**config.mk**
```make
export PLATFORM = sky130hd
export DESIGN_NAME = elastic_fifo_dv
export DESIGN_NICKNAME = d
export VERILOG_FILES = /design/src/rtl/elastic_fifo_dv_pkg.sv /design/src/rtl/elastic_fifo_dv_fifo_ptr_ctrl.sv /design/src/rtl/elastic_fifo_dv.sv
export SDC_FILE = /design/constraint.sdc
export NUM_CORES = 1
export LEC_CHECK = 0
export BUFFER_PORTS_ARGS = -buffer_cell sky130_fd_sc_hd__buf_2
export CAP_MARGIN = 25
export CORE_ASPECT_RATIO = 2
export CORE_MARGIN = 4
export CORE_UTILIZATION = 25
export CTS_BUF_LIST = sky130_fd_sc_hd__clkbuf_16
export CTS_CLUSTER_DIAMETER = 100
export CTS_CLUSTER_SIZE = 25
export DETAILED_ROUTE_END_ITERATION = 16
export PLACE_DENSITY_LB_ADDON = 0.2
export RECOVER_POWER = 100
export SYNTH_ARGS = -nofsm -noshare
export SYNTH_HDL_FRONTEND = slang
export SYNTH_SLANG_ARGS = --single-unit
```
**constraint.sdc**
```tcl
create_clock -name clk -period 6.2 [get_ports clk]
set_clock_uncertainty 0.2 [all_clocks]
set_input_delay 0.31 -clock clk [delete_from_list [all_inputs] [get_ports clk]]
set_output_delay 0.31 -clock clk [all_outputs]
set_load 0.02 [all_outputs]
```
**src/rtl/elastic_fifo_dv_pkg.sv**
```systemverilog
// Shared definitions for the slot-based elastic buffers placed after the float units.
// Width and wrap helpers are reused by the tehb/oehb slot variants.
package elastic_fifo_dv_pkg;

   typedef enum logic [1:0] {
      OP_IDLE = 2'b00,
      OP_POP  = 2'b01,
      OP_PUSH = 2'b10,
      OP_BOTH = 2'b11
   } fifo_op_e;

   // Bits needed to encode 0 .. value-1.
   function automatic int clog2(input int value);
      int w;
      w = 0;
      for (int i = 0; i < 31; i++) begin
         if ((1 << i) < value) begin
            w = i + 1;
         end
      end
      return w;
   endfunction

   // Circular increment that also works for depths that are not powers of two.
   function automatic int wrap_inc(input int ptr, input int slots);
      return (ptr == slots - 1) ? 0 : ptr + 1;
   endfunction

endpackage

```
**src/rtl/elastic_fifo_dv_fifo_ptr_ctrl.sv**
```systemverilog
// Head/tail/occupancy bookkeeping for the elastic FIFO; flags come straight
// from the count register so neither ready nor valid has an input-to-output path.
module elastic_fifo_dv_fifo_ptr_ctrl
   import elastic_fifo_dv_pkg::*;
#(
   parameter int NUM_SLOTS = 4,
   parameter int PTR_W     = 2,
   parameter int CNT_W     = 3
) (
   input  logic             clk,
   input  logic             rst,
   input  logic             i_ins_valid,
   input  logic             i_outs_ready,
   output logic             o_push,
   output logic             o_full,
   output logic             o_empty,
   output logic [PTR_W-1:0] o_head,
   output logic [PTR_W-1:0] o_tail
);

   logic [PTR_W-1:0] r_head;
   logic [PTR_W-1:0] r_tail;
   logic [CNT_W-1:0] r_count;

   logic     w_full;
   logic     w_empty;
   logic     w_push;
   logic     w_pop;
   fifo_op_e w_op;

   assign w_full  = (r_count == CNT_W'(NUM_SLOTS));
   assign w_empty = (r_count == '0);

   // A full FIFO refuses input even if a pop frees a slot this same cycle.
   assign w_push = i_ins_valid && !w_full;
   assign w_pop  = i_outs_ready && !w_empty;
   assign w_op   = fifo_op_e'({w_push, w_pop});

   // NOTE: state registers use non-blocking assignments so every register
   // samples the pre-edge values of its neighbours, independent of block order.
   always_ff @(posedge clk) begin
      if (rst) begin
         r_head  <= '0;
         r_tail  <= '0;
         r_count <= '0;
      end else begin
         if (w_push) begin
            r_tail <= PTR_W'(wrap_inc(int'(r_tail), NUM_SLOTS));
         end
         if (w_pop) begin
            r_head <= PTR_W'(wrap_inc(int'(r_head), NUM_SLOTS));
         end
         case (w_op)
            OP_PUSH: r_count <= r_count + CNT_W'(1);
            OP_POP:  r_count <= r_count - CNT_W'(1);
            default: r_count <= r_count;
         endcase
      end
   end

   assign o_push  = w_push;
   assign o_full  = w_full;
   assign o_empty = w_empty;
   assign o_head  = r_head;
   assign o_tail  = r_tail;

endmodule

```
**src/rtl/elastic_fifo_dv.sv**
```systemverilog
// Multi-slot elastic FIFO after the pipelined float units: absorbs results while
// the consumer stalls and cuts both the data/valid path and the ready path.
module elastic_fifo_dv
   import elastic_fifo_dv_pkg::*;
#(
   parameter int DATA_TYPE = 32,
   parameter int NUM_SLOTS = 4
) (
   input  logic                 clk,
   input  logic                 rst,
   input  logic [DATA_TYPE-1:0] ins,
   input  logic                 ins_valid,
   output logic                 ins_ready,
   output logic [DATA_TYPE-1:0] outs,
   output logic                 outs_valid,
   input  logic                 outs_ready
);

   localparam int PTR_W = clog2(NUM_SLOTS);
   localparam int CNT_W = clog2(NUM_SLOTS + 1);

   logic [DATA_TYPE-1:0] r_mem [NUM_SLOTS];

   logic             w_push;
   logic             w_full;
   logic             w_empty;
   logic [PTR_W-1:0] w_head;
   logic [PTR_W-1:0] w_tail;

   elastic_fifo_dv_fifo_ptr_ctrl #(
      .NUM_SLOTS (NUM_SLOTS),
      .PTR_W     (PTR_W),
      .CNT_W     (CNT_W)
   ) u_ptr_ctrl (
      .clk          (clk),
      .rst          (rst),
      .i_ins_valid  (ins_valid),
      .i_outs_ready (outs_ready),
      .o_push       (w_push),
      .o_full       (w_full),
      .o_empty      (w_empty),
      .o_head       (w_head),
      .o_tail       (w_tail)
   );

   // NOTE: the storage array has no reset; stale words are unreachable once the
   // pointers and count are cleared, so a reset here would only cost flops.
   always_ff @(posedge clk) begin
      if (w_push && !rst) begin
         r_mem[w_tail] <= ins;
      end
   end

   assign ins_ready  = !w_full;
   assign outs_valid = !w_empty;
   assign outs       = r_mem[w_head];

endmodule
```
# --- After elaboration in Yosys (flattened, before gate mapping) ---
# Memories as Yosys holds them, arrays and structs flattened. A register that Yosys moved wholly into a read port is not among the register bits.
# Index checks and enable logic that the tools add are counted.
# Widths: inputs -> output; s select.
classes:
  addsub: 4
  n_reduce_logical: 8
  muxes: 7
  n_eq_ne: 5
op_table:
  columns: ["operator", "n"]
  rows:
  - ["$mux 2", 4]
  - ["$eq 2x1->1 const B", 3]
  - ["$pmux 3 s2", 1]
  - ["$add 2x1->2 const B", 2]
  - ["$add 3x1->3 const B", 1]
  - ["$eq 3x3->1 const B", 1]
  - ["$logic_and 1x1->1", 3]
  - ["$logic_not 1->1", 3]
  - ["$logic_not 3->1", 1]
  - ["$sub 3x1->3 const B", 1]
  - ["$eq 2x2->1 const B", 1]
  - ["$mux 1", 2]
  - ["$reduce_bool 2->1", 1]
word_totals:
  out_inout_bits: 34
  register_bits: 7
  in_bits: 36
  mem_bits_rw: 128
  n_memories: 1
  elab_cells: 28
mem_list:
  columns: ["memory", "words", "width", "rd", "rd_ports_with_merged_regs", "write_ports", "line", "source"]
  rows:
  - ["r_mem", 4, 32, 1, 1, 1, "elastic_fifo_dv.sv:22", "logic [DATA_TYPE-1:0] r_mem [NUM_SLOTS];"]

# --- Depth between registers and ports, before layout ---
# Gate-level depths: netlist of the first run.
depth:
  word_depth: 6
  depth_mapped: 8
  depth_no_buf: 8

# --- Cells and area by module ---
# From an unflattened synthesis of the first run, not the netlist that was laid out.
unflattened:
  hier_cells: 217
  hier_area_um2: 5093.6
by_module_without_submodules:
  columns: ["mod", "cells_per_inst", "n_inst", "seq_area_each_um2", "area_per_inst_um2"]
  rows:
  - ["elastic_fifo_dv", 173, 1, 3843.7, 4704.5]
  - ["elastic_fifo_dv_fifo_ptr_ctrl", 44, 1, 140.1, 389.1]

# --- Least setup slack after synthesis of the first run ---
# No wires, ideal clock.
synth_path:
  path_type: "reg-to-reg"
  startpoint: "register u_ptr_ctrl.r_count[2]"
  endpoint: "memory r_mem[2][0] (enable)"
  arrival_time_ps: 3086
  setup_slack_ps: 2446
  period_less_slack_ps: 3754
  n_path_buf: 0
  setup_ps: 468
  stages_incl_launch_ff: 4
  t_required_ps: 5532
  path_cell_list: "dfxtp_1 -> or3b_4 -> nand2_4 -> nor3b_1"
synth_via:
  elab_chain_len: 6
synth_lines:
  columns: ["item", "line", "source"]
  rows:
  - ["start, declared", "elastic_fifo_dv_fifo_ptr_ctrl.sv:23", "logic [CNT_W-1:0] r_count;"]
  - ["start signal, assigned", "elastic_fifo_dv_fifo_ptr_ctrl.sv:54", "OP_PUSH: r_count <= r_count + CNT_W'(1);"]
  - ["start signal, assigned", "elastic_fifo_dv_fifo_ptr_ctrl.sv:55", "OP_POP: r_count <= r_count - CNT_W'(1);"]
  - ["start signal, assigned", "elastic_fifo_dv_fifo_ptr_ctrl.sv:56", "default: r_count <= r_count;"]
  - ["$eq 3x3->1", "elastic_fifo_dv_fifo_ptr_ctrl.sv:31", "assign w_full = (r_count == CNT_W'(NUM_SLOTS));"]
  - ["$logic_not 1->1", null, null]
  - ["net ins_ready", "elastic_fifo_dv.sv:13", "output logic ins_ready,"]
  - ["$logic_and 1x1->1", "elastic_fifo_dv_fifo_ptr_ctrl.sv:35", "assign w_push = i_ins_valid && !w_full;"]
  - ["$logic_and 1x1->1", "elastic_fifo_dv.sv:49", "if (w_push && !rst) begin"]
  - ["$mux 1", "elastic_fifo_dv.sv:49", null]
  - ["$mux 1 (not written as such)", "elastic_fifo_dv.sv:50", "r_mem[w_tail] <= ins;"]
  - ["end, declared", "elastic_fifo_dv.sv:22", null]
# The timed path passes the listed nets, and every way through them passes these cells.

# --- Final worst setup path of the first run ---
layout_path:
  startpoint: "register u_ptr_ctrl.r_count[0]"
  endpoint: "memory r_mem[3][19] (enable)"
layout_via:
  elab_chain_len: 6
layout_lines:
  columns: ["item", "line"]
  rows:
  - ["$eq 3x3->1", "elastic_fifo_dv_fifo_ptr_ctrl.sv:31"]
  - ["$logic_not 1->1", "elastic_fifo_dv_fifo_ptr_ctrl.sv:35"]
  - ["$logic_and 1x1->1", "elastic_fifo_dv_fifo_ptr_ctrl.sv:35"]
  - ["$logic_and 1x1->1", "elastic_fifo_dv.sv:49"]
  - ["$mux 1", "elastic_fifo_dv.sv:49"]
  - ["$mux 1 (not written as such)", "elastic_fifo_dv.sv:50"]
# Every way passes these cells.

==> results of run 1 <==
==> synthesized netlist by cell type, drive strengths merged (3+ instances only) <==
cell type  count
edfxtp       128
mux4          32
dfxtp          9
buf            7
ha             6
inv            6
nor2           5
nor3b          4
a21oi          3
or3            3
==> registers in the layout, summed over array words and instances, names as in the netlist, named ones only <==
name,cells
r_mem,128
u_ptr_ctrl.o_head,2
u_ptr_ctrl.r_count,3
u_ptr_ctrl.o_tail,2
==> worst paths after layout <==
path                                                         start                            endpoint  slack, ps  cells after the start
worst max-delay path            u_ptr_ctrl.r_count[0]$_SDFFE_PP0P_              r_mem[3][19]$_DFFE_PP_       2450                      4
worst min-delay path                                           rst  u_ptr_ctrl.r_count[1]$_SDFFE_PP0P_         20                      2
worst max register to register  u_ptr_ctrl.r_count[0]$_SDFFE_PP0P_              r_mem[3][19]$_DFFE_PP_       2450                      4
worst min register to register   u_ptr_ctrl.o_tail[1]$_SDFFE_PP0N_   u_ptr_ctrl.o_tail[1]$_SDFFE_PP0N_        320                      2
==> per-layer routing <==
metal  wire length, um  vias to the layer above  global-route usage, %
li1                  -                     1158                      -
met5                 0                        -                      0
met3               334                       13                   2.56
met4               233                        0                   6.11
met1              3760                     1286                   9.49
met2              6320                       45                   18.2
==> cells in the final DEF, fill, tap and decap left out, types with 2 or more instances in the layout <==
cell type        n
mux2i_1          2
clkinv_4         2
ha_1             6
mux4_1          15
a21oi_1          3
xor2_1           2
inv_1            6
nor2_1           5
nor3b_1          4
dfxtp_1          8
nand2_1          2
bufinv_16        4
clkinvlp_4       4
or3_2            2
mux4_2          17
buf_2            4
edfxtp_1       128
clkbuf_16       17
inv_6            2
nand2b_1         2
dlygate4sd3_1   32
clkinv_2         2
clkbuf_1        72
==> through the flow <==
| step | total power [W] | instances | area, um2 | utilization, % | setup slack, ps |
|---|---|---|---|---|---|
| 2_1_floorplan | 0.00149 | 218 | 5170 | - | 2450 |
| 3_3_place_gp | 0.00164 | 552 | 5860 | 28.8 | 3740 |
| 3_5_place_dp | 0.00164 | 552 | 5860 | 28.8 | 3710 |
| 4_1_cts | 0.00272 | 616 | 6810 | 33.4 | 3430 |
| 5_1_grt | 0.00277 | 617 | 6680 | 32.8 | 2030 |
| 6_report | 0.00265 | 617 | 6680 | 32.8 | 2450 |
==> cell families (layout without fill, tap and decap cells) <==
logic type               after synthesis  count (layout)  synth area share, %
AO/OA/AOI/OAI                          5               5                0.532
adder cells (fa/ha/maj)                7               7                 1.84
buffers and inverters                 14             147                 1.67
multiplexers                          35              35                 15.6
AND/OR/NAND/NOR                       18              18                 2.20
XOR/XNOR                               2               2                0.339
flip-flops                           137             137                 77.8
==> cell type report <==
cell class | count | area (um2) | share of cell area, %
Clock inverter | 15 | 199 | 2.98
Timing Repair Buffer | 109 | 618 | 9.26
Sequential cell | 137 | 4030 | 60.3
Clock buffer | 17 | 425 | 6.37
Multi-Input combinational cell | 67 | 1050 | 15.8
Inverter | 6 | 22.5 | 0.337
Tap cell | 266 | 333 | 4.99
==> critical path, stage by stage, from the launching register on <==
cell and delay (ps):
dfxtp_1 390, or3b_1 160, nand2_1 180, nor3b_1 1180, clkbuf_1 1230
==> report_power, final <==
group | internal, W | total (W) | switching [W]
Combinational | 0.000198 | 0.000482 | 0.000284
Sequential | 0.00108 | 0.00112 | 0.0000368
Clock | 0.000673 | 0.00105 | 0.000376
Total | 0.00195 | 0.00265 | 0.000697
==> summary.txt, run 1 <==
Global route
  – Largest net degree at the start of global routing: 33
  – Via count of the first global-routing pass: 2815
  – Initial antenna violation count: 0
  – Total routing usage reported by global routing: 9.89%
  – Global route overflow: 0
  – First-pass GRT wire length: 16200 um

STA
  – Unrepaired setup endpoints after global routing: false
  – Fin crit period: 3750 ps
  – Setup TNS: 0 ps
  – Max-slew headroom: -27.2%
  – Final slew viol count: 86
  – Maximum clock rate: 267 MHz
  – Setup-failing EPs final: 0
  – Hold Slack: 24.6 ps
  – Final hold vios: 0
  – Final Cycle Share: 60.5%
  – Slew @ Worst Pin: 1910 ps

Pwr
  – Pwr/cell area: 396 nW/um2
  – Leakage power: 2.12 nW
  – Peak supply drop: 196 uV

Run status
  – Status: finished with violations
  – Failing checks: max-capacitance violations, max-slew violations

Synthesis
  – Register area share after synthesis: 77.8%
  – Ys async rst share: 0%
  – Synthesized area: 5170 um2
  – Post-synthesis register bit count: 137
  – Cell taking the most area after synthesis: edfxtp_1
  – Ys Warns: 0
  – Synth top area cells: edfxtp_1 74%, mux4_1 7.6%, mux4_2 7.4%
  – Post-synth EDFFs: 128
  – Primary FF master, synth: edfxtp_1
  – Distinct cell type count after synthesis: 25
  – Cells after Synth: 218
  – Syn Nets: 261
  – Yosys top cell area share: 74.3%
  – Avg Cell Area, Syn: 23.7 um2

Placement
  – Routability cong.: 0.674
  – IO Port Bufs: 69
  – Detailed placement HPWL: 6990 um

Worst setup path
  – Critical path endpoint category: register
  – Top fanout value on the critical path: 24
  – Crit path launch type: register
  – Crit path required time: 6000 ps
  – Worst EP arrival: 3550 ps
  – Crit Path Category: reg -> reg

Floorplanning
  – Core area: 20400 um2
  – Die Ht: 211 um
  – Die Area: 23200 um2
  – DIE WIDTH: 110 um
  – Top-level I/O count: 70
  – Starting Density: 25.4%
  – Num rows: 74

CTS
  – Clock buffer depth: 2
  – # clock sinks: 137
  – Root buf cell: clkbuf_16
  – CTS resizes: 0
  – Hold Buf Count CTS: 32
  – Clock Latency Late Sink: 410 ps
  – CTS Buf Count: 17
  – Post-CTS setup buffer count: 0
  – CTS tree: built
  – Clk pin slew, worst setup/hold paths: 60 ps
  – H-tree levels: 4

Layout
  – FILL cells: 2018
  – ANT cells: 0
  – P&R area growth vs syn: 29.1%
  – Share of cells above drive strength 1: 16.0%
  – # nets final: 381

Run
  – Max_cap viols: 3

Routing
  – Via count: 2502
  – Drt drc: 0
  – Total routed wirelength: 10600 um
  – TritonRoute pass-1 iters: 4
  – Routed length per instance: 17.3 um
  – Initial DRC count: 102
  – Post-DRT Antenna Nets: 0
  – Post-DR vias/cell: 4.06

Min path
  – Hold Path Class: in -> reg
Power figures use the tool's default switching activity.
==> inputs of run 2 (changes only) <==
==> constraint.sdc (replaced) <==
create_clock -name clk -period 3.8 [get_ports clk]
set_clock_uncertainty 0.2 [all_clocks]
set_input_delay 0.19 -clock clk [delete_from_list [all_inputs] [get_ports clk]]
set_output_delay 0.19 -clock clk [all_outputs]
set_load 0.02 [all_outputs]
==> run 2 against run 1 <==
- the run still ends with max-capacitance violations, max-slew violations left
- sequential share of layout area up 0.091 points
- first-iteration DRC count fell by 2.0%
- global-route usage down 0.11 points
- critical path depth fell by 2
- combinational power increased by 60%
- largest cell class unchanged
- worst hold slack better by 270 ps
- register-to-register slack lost 1300 ps
- non-clock buffer count rose by 2
- clock-buffer cell count is the same
- largest power group unchanged
- clock power up 53%
- total power increased by 59%
==> summary.txt, run 2 (synthesized netlist as in run 1, its figures left out) <==
Run status
  – Status: finished with violations (unchanged)
  – Failing checks: max-capacitance violations, max-slew violations (unchanged)

Layout
  – Biggest regs: r_mem: 128 flops, u_ptr_ctrl.r_count: 3 flops (unchanged)
  – ANT cells: 0 (unchanged)
  – # nets final: 383 (was 381)
  – Most frequent cells in the layout: 128 x edfxtp_1, 69 x clkbuf_1, 35 x dlygate4sd3_1 (was 128 x edfxtp_1, 72 x clkbuf_1, 32 x dlygate4sd3_1)
  – Commonest non-fill, non-tap cell in the layout: edfxtp_1 (unchanged)
  – Share of cells above drive strength 1: 15.9% (was 16.0%)
  – Post-route cell area: 6670 um2 (was 6680 um2)
  – Largest Register: r_mem (unchanged)
  – FILL cells: 2070 (was 2018)
  – Max reg flops: 128 (unchanged)
  – P&R area growth vs syn: 28.9% (was 29.1%)

Placement
  – Placement Cell Area: 5860 um2 (unchanged)
  – Detailed placement HPWL: 6450 um (was 6990 um)
  – IO Port Bufs: 69 (unchanged)
  – Routability cong.: 0.663 (was 0.674)

Worst setup path
  – Crit Path Category: reg -> out (was reg -> reg)
  – Stages on worst setup path: 2 (was 4)
  – Slowest cell on crit path: dfxtp_1 (was clkbuf_1)
  – Top fanout value on the critical path: 32 (was 24)
  – Critical Path Max Stage Delay: 1470 ps (was 1230 ps)
  – Launching point of the worst reg2reg path: u_ptr_ctrl.r_count[0]$_SDFFE_PP0P_ (unchanged)
  – Critical path endpoint category: output pin (was register)
  – Crit path required time: 3410 ps (was 6000 ps)
  – R2r worst-path depth: 4 (unchanged)
  – Crit path launch type: register (unchanged)
  – Top delay family on crit path: flip-flops (was simple AND/OR/NAND/NOR gates)
  – CP Cell Sequence: mux4_2 > clkbuf_1 (was or3b_1 > nand2_1 > nor3b_1 > clkbuf_1)
  – Worst EP arrival: 2640 ps (was 3550 ps)
  – Critical path buffer and inverter count: 1 (unchanged)

Floorplanning
  – Core area: 20400 um2 (unchanged)
  – Num rows: 74 (unchanged)
  – Top-level I/O count: 70 (unchanged)
  – Starting Density: 25.4% (unchanged)
  – Die Area: 23200 um2 (unchanged)
  – DIE WIDTH: 110 um (unchanged)
  – Die Ht: 211 um (unchanged)

CTS
  – CTS tree: built (unchanged)
  – # clock sinks: 137 (unchanged)
  – H-tree levels: 4 (unchanged)
  – Root buf cell: clkbuf_16 (unchanged)
  – Clock buffer depth: 2 (unchanged)
  – Clock Latency Late Sink: 420 ps (was 410 ps)
  – CTS resizes: 0 (unchanged)
  – CTS Buf Count: 17 (unchanged)
  – Clk pin slew, worst setup/hold paths: 60 ps (about the same)

Global route
  – First-pass GRT wire length: 16100 um (was 16200 um)
  – Global route overflow: 0 (unchanged)
  – Total routing usage reported by global routing: 9.78% (was 9.89%)
  – Via count of the first global-routing pass: 2918 (was 2815)
  – Initial antenna violation count: 0 (unchanged)
  – Largest net degree at the start of global routing: 33 (unchanged)

STA
  – Final Cycle Share: 79.6%
  – Unrepaired setup endpoints after global routing: false (unchanged)
  – Final slew viol count: 33 (was 86)
  – Slew @ Worst Pin: 1700 ps (was 1910 ps)
  – Maximum clock rate: 331 MHz
  – Setup-failing EPs final: 0 (unchanged)
  – Final hold vios: 0 (unchanged)
  – Setup TNS: 0 ps (unchanged)
  – Fin crit period: 3030 ps
  – Max-slew headroom: -13.5% (was -27.2%)

Routing
  – Routed length per instance: 16.7 um (was 17.3 um)
  – Met2 WL: 5880 um (was 6320 um)
  – TritonRoute pass-1 iters: 5 (was 4)
  – Total routed wirelength: 10400 um (was 10600 um)
  – Post-DRT Antenna Nets: 0 (unchanged)
  – DR top layer: met4 (unchanged)
  – Via count: 2570 (was 2502)
  – Met1 wire length: 3800 um (was 3760 um)
  – Post-DR vias/cell: 4.15 (was 4.06)
  – WL met3: 445 um (was 334 um)
  – Drt drc: 0 (unchanged)
  – Initial DRC count: 100 (was 102)

Min path
  – Hold Path Class: reg -> reg (was in -> reg)
  – HP Start: u_ptr_ctrl.o_head[0]$_SDFFE_PP0N_ (was rst)
  – WHS Path Cells: 2 (unchanged)

Run
  – Max_cap viols: 1 (was 3)

Pwr
  – Pwr/cell area: 633 nW/um2 (was 396 nW/um2)
  – Peak supply drop: 302 uV (was 196 uV)
  – Leakage power: 2.14 nW (was 2.12 nW)
[run 2: power by group]
part           switching, W  internal (W)  total, W
Sequential        0.0000758       0.00176   0.00184
Clock              0.000594       0.00102   0.00161
Combinational      0.000444      0.000325  0.000769
[run 2: path summary, 6_finish.rpt]
check | to | slack [ps]
worst max-delay path | outs[21] | 770
worst min register to register | register | 290
worst max register to register | r_mem[0][1]$_DFFE_PP_ | 1100
worst min-delay path | register | 290
[run 2: stage by stage]
step	instances	hold WS [ps]	worst slack [ps]	utilization [%]	power (W)
after global placement	552	202	1440	28.8	0.00266
final	619	293	775	32.7	0.00422
after CTS	619	300	1040	33.4	0.00435
after floorplan	218	88.9	46.0	-	0.00243
after global routing	619	340	535	32.7	0.00443
after detailed placement	552	211	1370	28.8	0.00268
[run 2: what timing repair did]
action	CTS	global route
buffers inserted	0	0
hold buffers	35	0
hold endpoints to repair	137	0
[run 2: worst register-to-register path: stages, from the launching register on]
cell and delay (ps):
dfxtp_1 400, or3b_1 160, nand2_1 180, nor3b_1 320, clkbuf_1 1030
[run 2: layout make-up]
type / instances / area, um2 / area share [%]
Clock buffer: 17 / 425 / 6.38
Timing Repair Buffer: 111 / 647 / 9.71
Inverter: 6 / 22.5 / 0.338
Clock inverter: 15 / 160 / 2.40
Multi-Input combinational cell: 67 / 1050 / 15.8
Sequential cell: 137 / 4030 / 60.4
Tap cell: 266 / 333 / 4.99
[run 2: routing by layer]
| metal | global-route usage (%) | up-vias |
|---|---|---|
| li1 | - | 1164 |
| met1 | 9.91 | 1334 |
| met2 | 17.4 | 56 |
| met3 | 3.51 | 16 |
| met4 | 4.65 | 0 |
| met5 | 0 | - |
